==> config.mk <==
export PLATFORM = sky130hd
export DESIGN_NAME = e203_exu_fpu_fmis_sched_flat
export DESIGN_NICKNAME = d
export VERILOG_FILES = /design/src/rtl/e203_exu_fpu_fmis_sched_if.sv /design/src/rtl/e203_exu_fpu_fmis_sched.sv /design/src/flat_wrapper.sv
export SDC_FILE = /design/constraint.sdc
export NUM_CORES = 1
export LEC_CHECK = 0
export CAP_MARGIN = 20
export CORE_ASPECT_RATIO = 1.2
export CORE_MARGIN = 10
export CORE_UTILIZATION = 38
export CTS_CLUSTER_DIAMETER = 60
export DETAILED_ROUTE_END_ITERATION = 16
export GPL_TIMING_DRIVEN = 0
export PLACE_DENSITY = 0.78
export SYNTH_ARGS = -nofsm -noshare
export SYNTH_HDL_FRONTEND = slang
export SYNTH_SLANG_ARGS = --single-unit
export TNS_END_PERCENT = 30
==> constraint.sdc <==
create_clock -name clk -period 2.75 [get_ports clk]
set_input_delay 0.275 -clock clk [delete_from_list [all_inputs] [get_ports clk]]
set_output_delay 0.275 -clock clk [all_outputs]
set_load 0.01 [all_outputs]
==> src/rtl/e203_exu_fpu_fmis_sched_if.sv <==
// Handshake bundle between dispatch, the FMIS misc-op unit and writeback.
// master = the issue sequencer, slave = its environment.
interface e203_exu_fpu_fmis_sched_if #(
  parameter int XLEN   = 32,
  parameter int INFO_W = 8,
  parameter int ITAG_W = 4
) ();
  logic              sch_i_valid;
  logic              sch_i_ready;
  logic [XLEN-1:0]   sch_i_rs1;
  logic [XLEN-1:0]   sch_i_rs2;
  logic [XLEN-1:0]   sch_i_imm;
  logic [INFO_W-1:0] sch_i_info;
  logic [ITAG_W-1:0] sch_i_itag;
  logic              flush_pulse;

  logic              fmis_i_valid;
  logic              fmis_i_ready;
  logic [XLEN-1:0]   fmis_i_rs1;
  logic [XLEN-1:0]   fmis_i_rs2;
  logic [XLEN-1:0]   fmis_i_imm;
  logic [INFO_W-1:0] fmis_i_info;
  logic [ITAG_W-1:0] fmis_i_itag;

  logic              fmis_o_valid;
  logic              fmis_o_ready;
  logic [XLEN-1:0]   fmis_o_wbck_wdat;
  logic              fmis_o_wbck_err;

  logic              sch_o_valid;
  logic              sch_o_ready;
  logic [XLEN-1:0]   sch_o_wdat;
  logic              sch_o_err;
  logic [ITAG_W-1:0] sch_o_itag;
  logic              sch_busy;

  modport master (
    input  sch_i_valid, sch_i_rs1, sch_i_rs2, sch_i_imm, sch_i_info, sch_i_itag, flush_pulse,
    input  fmis_i_ready, fmis_o_valid, fmis_o_wbck_wdat, fmis_o_wbck_err, sch_o_ready,
    output sch_i_ready, fmis_i_valid, fmis_i_rs1, fmis_i_rs2, fmis_i_imm, fmis_i_info, fmis_i_itag,
    output fmis_o_ready, sch_o_valid, sch_o_wdat, sch_o_err, sch_o_itag, sch_busy
  );

  modport slave (
    output sch_i_valid, sch_i_rs1, sch_i_rs2, sch_i_imm, sch_i_info, sch_i_itag, flush_pulse,
    output fmis_i_ready, fmis_o_valid, fmis_o_wbck_wdat, fmis_o_wbck_err, sch_o_ready,
    input  sch_i_ready, fmis_i_valid, fmis_i_rs1, fmis_i_rs2, fmis_i_imm, fmis_i_info, fmis_i_itag,
    input  fmis_o_ready, sch_o_valid, sch_o_wdat, sch_o_err, sch_o_itag, sch_busy
  );
endinterface

==> src/rtl/e203_exu_fpu_fmis_sched.sv <==
// Single-outstanding issue sequencer for the FMIS misc-op datapath: latches one op,
// holds it stable for FMIS, registers the result for writeback and drains on flush.
module e203_exu_fpu_fmis_sched #(
  parameter int XLEN   = 32,
  parameter int INFO_W = 8,
  parameter int ITAG_W = 4
) (
  input  logic clk,
  input  logic rst_n,
  e203_exu_fpu_fmis_sched_if.master bus
);

  typedef enum logic [2:0] {
    IDLE  = 3'd0,
    ISSUE = 3'd1,
    WAIT  = 3'd2,
    RESP  = 3'd3,
    DRAIN = 3'd4
  } state_e;

  state_e state_q, state_d;

  logic [XLEN-1:0]   rs1_q, rs2_q, imm_q, wdat_q;
  logic [INFO_W-1:0] info_q;
  logic [ITAG_W-1:0] itag_q;
  logic              err_q;

  logic accept;
  logic capture;

  // Gating with rst_n keeps the accept low while reset is held, since IDLE alone would raise it.
  assign accept  = (state_q == IDLE) & rst_n & ~bus.flush_pulse & bus.sch_i_valid;
  assign capture = ~bus.flush_pulse & bus.fmis_o_valid &
                   (((state_q == ISSUE) & bus.fmis_i_ready) | (state_q == WAIT));

  always_ff @(posedge clk or negedge rst_n) begin
    if (!rst_n) begin
      state_q <= IDLE;
    end else begin
      state_q <= state_d;
    end
  end

  always_comb begin
    state_d = state_q;
    case (state_q)
      IDLE: begin
        if (accept) state_d = ISSUE;
      end
      ISSUE: begin
        if (bus.fmis_i_ready) begin
          if (bus.fmis_o_valid)     state_d = bus.flush_pulse ? IDLE : RESP;
          else                      state_d = bus.flush_pulse ? DRAIN : WAIT;
        end else if (bus.flush_pulse) begin
          state_d = IDLE;
        end
      end
      WAIT: begin
        if (bus.fmis_o_valid)       state_d = bus.flush_pulse ? IDLE : RESP;
        else if (bus.flush_pulse)   state_d = DRAIN;
      end
      RESP: begin
        if (bus.flush_pulse | bus.sch_o_ready) state_d = IDLE;
      end
      DRAIN: begin
        if (bus.fmis_o_valid) state_d = IDLE;
      end
      default: state_d = IDLE;
    endcase
  end

  always_comb begin
    bus.sch_i_ready  = (state_q == IDLE) & rst_n & ~bus.flush_pulse;
    bus.fmis_i_valid = (state_q == ISSUE);
    bus.fmis_o_ready = (state_q == ISSUE) | (state_q == WAIT) | (state_q == DRAIN);
    bus.sch_o_valid  = (state_q == RESP);
    bus.sch_busy     = (state_q != IDLE);
  end

  // Operand/info/tag registers only move on accept, so FMIS sees them stable IDLE to IDLE.
  always_ff @(posedge clk or negedge rst_n) begin
    if (!rst_n) begin
      rs1_q  <= '0;
      rs2_q  <= '0;
      imm_q  <= '0;
      info_q <= '0;
      itag_q <= '0;
    end else if (accept) begin
      rs1_q  <= bus.sch_i_rs1;
      rs2_q  <= bus.sch_i_rs2;
      imm_q  <= bus.sch_i_imm;
      info_q <= bus.sch_i_info;
      itag_q <= bus.sch_i_itag;
    end
  end

  always_ff @(posedge clk or negedge rst_n) begin
    if (!rst_n) begin
      wdat_q <= '0;
      err_q  <= 1'b0;
    end else if (capture) begin
      wdat_q <= bus.fmis_o_wbck_wdat;
      err_q  <= bus.fmis_o_wbck_err;
    end
  end

  assign bus.fmis_i_rs1  = rs1_q;
  assign bus.fmis_i_rs2  = rs2_q;
  assign bus.fmis_i_imm  = imm_q;
  assign bus.fmis_i_info = info_q;
  assign bus.fmis_i_itag = itag_q;
  assign bus.sch_o_wdat  = wdat_q;
  assign bus.sch_o_err   = err_q;
  assign bus.sch_o_itag  = itag_q;

endmodule

==> src/flat_wrapper.sv <==
// flat-port wrapper written by rule: the top's interface ports become plain ports
module e203_exu_fpu_fmis_sched_flat 
#(
  parameter int XLEN   = 32,
  parameter int INFO_W = 8,
  parameter int ITAG_W = 4
)
  (clk, rst_n, bus_sch_i_valid, bus_sch_i_rs1, bus_sch_i_rs2, bus_sch_i_imm, bus_sch_i_info, bus_sch_i_itag, bus_flush_pulse, bus_fmis_i_ready, bus_fmis_o_valid, bus_fmis_o_wbck_wdat, bus_fmis_o_wbck_err, bus_sch_o_ready, bus_sch_i_ready, bus_fmis_i_valid, bus_fmis_i_rs1, bus_fmis_i_rs2, bus_fmis_i_imm, bus_fmis_i_info, bus_fmis_i_itag, bus_fmis_o_ready, bus_sch_o_valid, bus_sch_o_wdat, bus_sch_o_err, bus_sch_o_itag, bus_sch_busy);
  e203_exu_fpu_fmis_sched_if #(.XLEN(XLEN), .INFO_W(INFO_W), .ITAG_W(ITAG_W)) bus_i ();
  input  logic clk;
  input  logic rst_n;
  input wire logic [$bits(bus_i.sch_i_valid)-1:0] bus_sch_i_valid;
  input wire logic [$bits(bus_i.sch_i_rs1)-1:0] bus_sch_i_rs1;
  input wire logic [$bits(bus_i.sch_i_rs2)-1:0] bus_sch_i_rs2;
  input wire logic [$bits(bus_i.sch_i_imm)-1:0] bus_sch_i_imm;
  input wire logic [$bits(bus_i.sch_i_info)-1:0] bus_sch_i_info;
  input wire logic [$bits(bus_i.sch_i_itag)-1:0] bus_sch_i_itag;
  input wire logic [$bits(bus_i.flush_pulse)-1:0] bus_flush_pulse;
  input wire logic [$bits(bus_i.fmis_i_ready)-1:0] bus_fmis_i_ready;
  input wire logic [$bits(bus_i.fmis_o_valid)-1:0] bus_fmis_o_valid;
  input wire logic [$bits(bus_i.fmis_o_wbck_wdat)-1:0] bus_fmis_o_wbck_wdat;
  input wire logic [$bits(bus_i.fmis_o_wbck_err)-1:0] bus_fmis_o_wbck_err;
  input wire logic [$bits(bus_i.sch_o_ready)-1:0] bus_sch_o_ready;
  output wire logic [$bits(bus_i.sch_i_ready)-1:0] bus_sch_i_ready;
  output wire logic [$bits(bus_i.fmis_i_valid)-1:0] bus_fmis_i_valid;
  output wire logic [$bits(bus_i.fmis_i_rs1)-1:0] bus_fmis_i_rs1;
  output wire logic [$bits(bus_i.fmis_i_rs2)-1:0] bus_fmis_i_rs2;
  output wire logic [$bits(bus_i.fmis_i_imm)-1:0] bus_fmis_i_imm;
  output wire logic [$bits(bus_i.fmis_i_info)-1:0] bus_fmis_i_info;
  output wire logic [$bits(bus_i.fmis_i_itag)-1:0] bus_fmis_i_itag;
  output wire logic [$bits(bus_i.fmis_o_ready)-1:0] bus_fmis_o_ready;
  output wire logic [$bits(bus_i.sch_o_valid)-1:0] bus_sch_o_valid;
  output wire logic [$bits(bus_i.sch_o_wdat)-1:0] bus_sch_o_wdat;
  output wire logic [$bits(bus_i.sch_o_err)-1:0] bus_sch_o_err;
  output wire logic [$bits(bus_i.sch_o_itag)-1:0] bus_sch_o_itag;
  output wire logic [$bits(bus_i.sch_busy)-1:0] bus_sch_busy;
  assign bus_i.sch_i_valid = bus_sch_i_valid;
  assign bus_i.sch_i_rs1 = bus_sch_i_rs1;
  assign bus_i.sch_i_rs2 = bus_sch_i_rs2;
  assign bus_i.sch_i_imm = bus_sch_i_imm;
  assign bus_i.sch_i_info = bus_sch_i_info;
  assign bus_i.sch_i_itag = bus_sch_i_itag;
  assign bus_i.flush_pulse = bus_flush_pulse;
  assign bus_i.fmis_i_ready = bus_fmis_i_ready;
  assign bus_i.fmis_o_valid = bus_fmis_o_valid;
  assign bus_i.fmis_o_wbck_wdat = bus_fmis_o_wbck_wdat;
  assign bus_i.fmis_o_wbck_err = bus_fmis_o_wbck_err;
  assign bus_i.sch_o_ready = bus_sch_o_ready;
  assign bus_sch_i_ready = bus_i.sch_i_ready;
  assign bus_fmis_i_valid = bus_i.fmis_i_valid;
  assign bus_fmis_i_rs1 = bus_i.fmis_i_rs1;
  assign bus_fmis_i_rs2 = bus_i.fmis_i_rs2;
  assign bus_fmis_i_imm = bus_i.fmis_i_imm;
  assign bus_fmis_i_info = bus_i.fmis_i_info;
  assign bus_fmis_i_itag = bus_i.fmis_i_itag;
  assign bus_fmis_o_ready = bus_i.fmis_o_ready;
  assign bus_sch_o_valid = bus_i.sch_o_valid;
  assign bus_sch_o_wdat = bus_i.sch_o_wdat;
  assign bus_sch_o_err = bus_i.sch_o_err;
  assign bus_sch_o_itag = bus_i.sch_o_itag;
  assign bus_sch_busy = bus_i.sch_busy;
  e203_exu_fpu_fmis_sched #(.XLEN(XLEN), .INFO_W(INFO_W), .ITAG_W(ITAG_W)) u_core (.clk(clk), .rst_n(rst_n), .bus(bus_i));
endmodule
==> flow_metrics.py <==
metrics = {
    "timing": {
        "min_period_over_period_pct": 89.5,
        "slew_headroom_pct": 60.3,
        "clock_skew_ns": 0.00725,
        "clock.fmax_mhz": 406,
        "setup_viol": 0,
        "tns_ns": 0,
        "final-max-slew-violation-count": 0,
        "layout_min_cycle_time_ns": 2.46,
        "finalHoldViolCount": 0,
        "tightestPinTransition_ns": 0.596,
        "grt_setup_unrepaired": "no",
    },
    "layout": {
        "seqCellArea_um2": 3600,
        "final_layout_size_suffix_gt1_share_pct": 22.8,
        "antennaDiodeCount": 0,
        "final_cell_mix": "clkdlybuf4s50_1 (296), dfrtp_1 (144), mux2_2 (66), mux2_1 (46), mux2_4 (30)",
        "syn2layout_area_growth_pct": 66.4,
        "final_common_cell": "clkdlybuf4s50_1",
        "multi_input_area_um2": 1910,
        "fill_cells": 1114,
        "final_nets": 806,
        "final_area_um2": 9460,
        "fin_util_pct": 65.1,
    },
    "synthesis": {
        "synth.yosys.seq_area_share_pct": 63.4,
        "netlist_top_cells_area": "dfrtp_1 (63%), mux2_2 (13%), mux2_1 (9.1%)",
        "yosysTopAreaCell": "dfrtp_1",
        "ys_warn_count": 0,
        "avgSynthCellArea_um2": 16.7,
        "synth_cells": 340,
        "synth_area_um2": 5690,
        "synth.top_cell.area_share_pct": 63.4,
        "post_synth_num_cell_types": 30,
        "ys_ff_latch": 144,
        "synth_nets": 488,
    },
    "placement": {
        "hpwl_um": 14000,
        "gp_congestion": 0.753,
        "placed_area_um2": 8940,
        "io_buffers": 297,
    },
    "critical_path": {
        "r2r_start": "u_core.state_q[1]",
        "critPathKind": "in2out",
        "startpoint": "rst_n",
        "end_kind": "output port",
        "max_stage_delay_ns": 0.57,
        "critical_path.cell_chain": "dlygate4sd3_1, buf_6, nor3b_1, clkdlybuf4s50_1",
        "critical_path_arrival_ns": 2.19,
        "crit_path_max_fanout": 63,
        "cp_data_required_time_ns": 2.48,
        "cp-start-kind": "input pin",
        "r2r_cells": 6,
        "slowest_stage": "clkdlybuf4s50_1",
    },
    "clock_network": {
        "cts_max_path_buffers": 2,
        "htree_num_levels": 4,
        "clk_latency_ns": 0.41,
        "clock_sinks": 144,
        "cts-buffers-inserted": 17,
        "cts_tree": "yes",
        "cts-root-buf": "clkbuf_16",
        "path_clk_slew_ns": 0.05,
    },
    "drt": {
        "dr.pass1.iters": 4,
        "post_drt_wl_per_cell_um": 20.1,
        "num_vias": 4045,
        "vias_per_cell": 4.66,
        "route.detailed.drc": 0,
        "ant_nets": 0,
        "wirelength_um": 17500,
        "drtIter0Drc": 171,
    },
    "die": {
        "coreArea_um2": 14500,
        "die_area_um2": 20300,
        "die_y_um": 154,
        "io_pins": 298,
        "start_util_pct": 39.1,
        "die_w_um": 132,
        "rows": 48,
    },
    "global_routing": {
        "antenna_found_initial": 0,
        "grt_overflow_total": 0,
        "grt_max_degree": 86,
        "grt_usage_pct": 17.1,
        "grt_pass1_wl_um": 27100,
        "grt_pass1_vias": 4742,
    },
    "min_path": {
        "hp-class": "in2async",
    },
    "run": {
        "cap_violations": 0,
    },
    "power": {
        "finalPower_mw": 10.5,
        "power-per-cell-area_nw_per_um2": 1110,
        "leakage_nw": 4.12,
        "vdd_drop_max_mv": 0.643,
    },
    "outcome": {
        "status": "finished, final reports clean",
    },
}
## layer usage
layer | global-route usage (%) | wire [um] | vias to the layer above
met5 | 0 | 0 | -
met3 | 7.30 | 1550 | 34
li1 | - | - | 1827
met4 | 8.44 | 580 | 0
met2 | 30.5 | 9290 | 202
met1 | 16.7 | 6040 | 1982
## cells by family after synthesis
group	after synthesis	share of synthesized area [%]
and+or+nand+nor	20	2.18
DFF	144	63.4
buffers and inverters	24	3.02
muxes	142	30.1
AOI/OAI and AO/OA	10	1.32
## registers in the layout, indices dropped and copies added (netlist names)
signal                  count
u_core.bus.sch_o_wdat      32
u_core.bus.fmis_i_rs1      32
u_core.bus.fmis_i_itag      4
u_core.bus.fmis_i_info      8
u_core.bus.fmis_i_imm      32
u_core.bus.sch_o_err        1
u_core.state_q              3
u_core.bus.fmis_i_rs2      32
## worst max-delay path, delay by kind of cell
kind	cells	cell delay, ns
buffers and inverters	3	1.60
AND/OR/NAND/NOR	1	0.26
## synth_stat cells (all sizes together)
master   instances
dfrtp          144
mux2           142
buf             22
nand2            6
nor2             4
nand2b           3
inv              2
a211o            1
a21boi           1
a21o             1
a21oi            1
a31o             1
and2             1
nand3            1
nand4            1
nor2b            1
nor3b            1
o2111ai          1
o211ai           1
o21a             1
o21ai            1
o41ai            1
or3              1
or3b             1
## final timing paths
| kind | end | slack (ns) |
|---|---|---|
| worst min-delay path | u_core.bus.fmis_i_rs2[31] | 0.44 |
| worst min register to register | u_core.bus.fmis_i_imm[26] | 0.49 |
| worst max register to register | u_core.bus.fmis_i_itag[1] | 0.66 |
| worst max-delay path | bus_sch_i_ready | 0.29 |
| min in group clk | u_core.bus.fmis_i_rs2[5] | 0.45 |
| max in group asynchronous | u_core.bus.fmis_i_rs1[7] | 1.51 |
## power by group
| group | switching (mW) | internal [mW] |
|---|---|---|
| clock network | 0.808 | 1.21 |
| logic | 1.74 | 3.04 |
| registers | 0.552 | 3.18 |
| total | 3.10 | 7.42 |
## layout make-up
cell class,count,share of cell area [%]
flip-flops and latches,144,38.1
inverters,2,0.0793
clock buffers,24,5.09
well taps,200,2.64
multi-input cells,172,20.2
clock inverters,5,0.357
plain buffers,22,1.73
repair buffers,299,31.8
## through the flow
| stage | hold WS [ns] | setup slack [ns] | std cells |
|---|---|---|---|
| 2_1_floorplan | -0.0206 | 1.01 | 340 |
| 3_3_place_gp | 0.472 | -5.68 | 837 |
| 3_5_place_dp | 0.293 | 0.416 | 838 |
| 4_1_cts | 0.431 | 0.270 | 868 |
| 5_1_grt | 0.440 | 0.144 | 868 |
| 6_report | 0.436 | 0.289 | 868 |
## repair_timing
action | 4_1_cts | 5_1_grt
hold buffers | 1 | 0
setup buffers | 0 | 0
gates resized for setup | 0 | 0
setup endpoints to repair | 0 | 0
endpoints found under the hold margin | 59 | 0
Note: power is estimated with default switching activity, not from simulation.
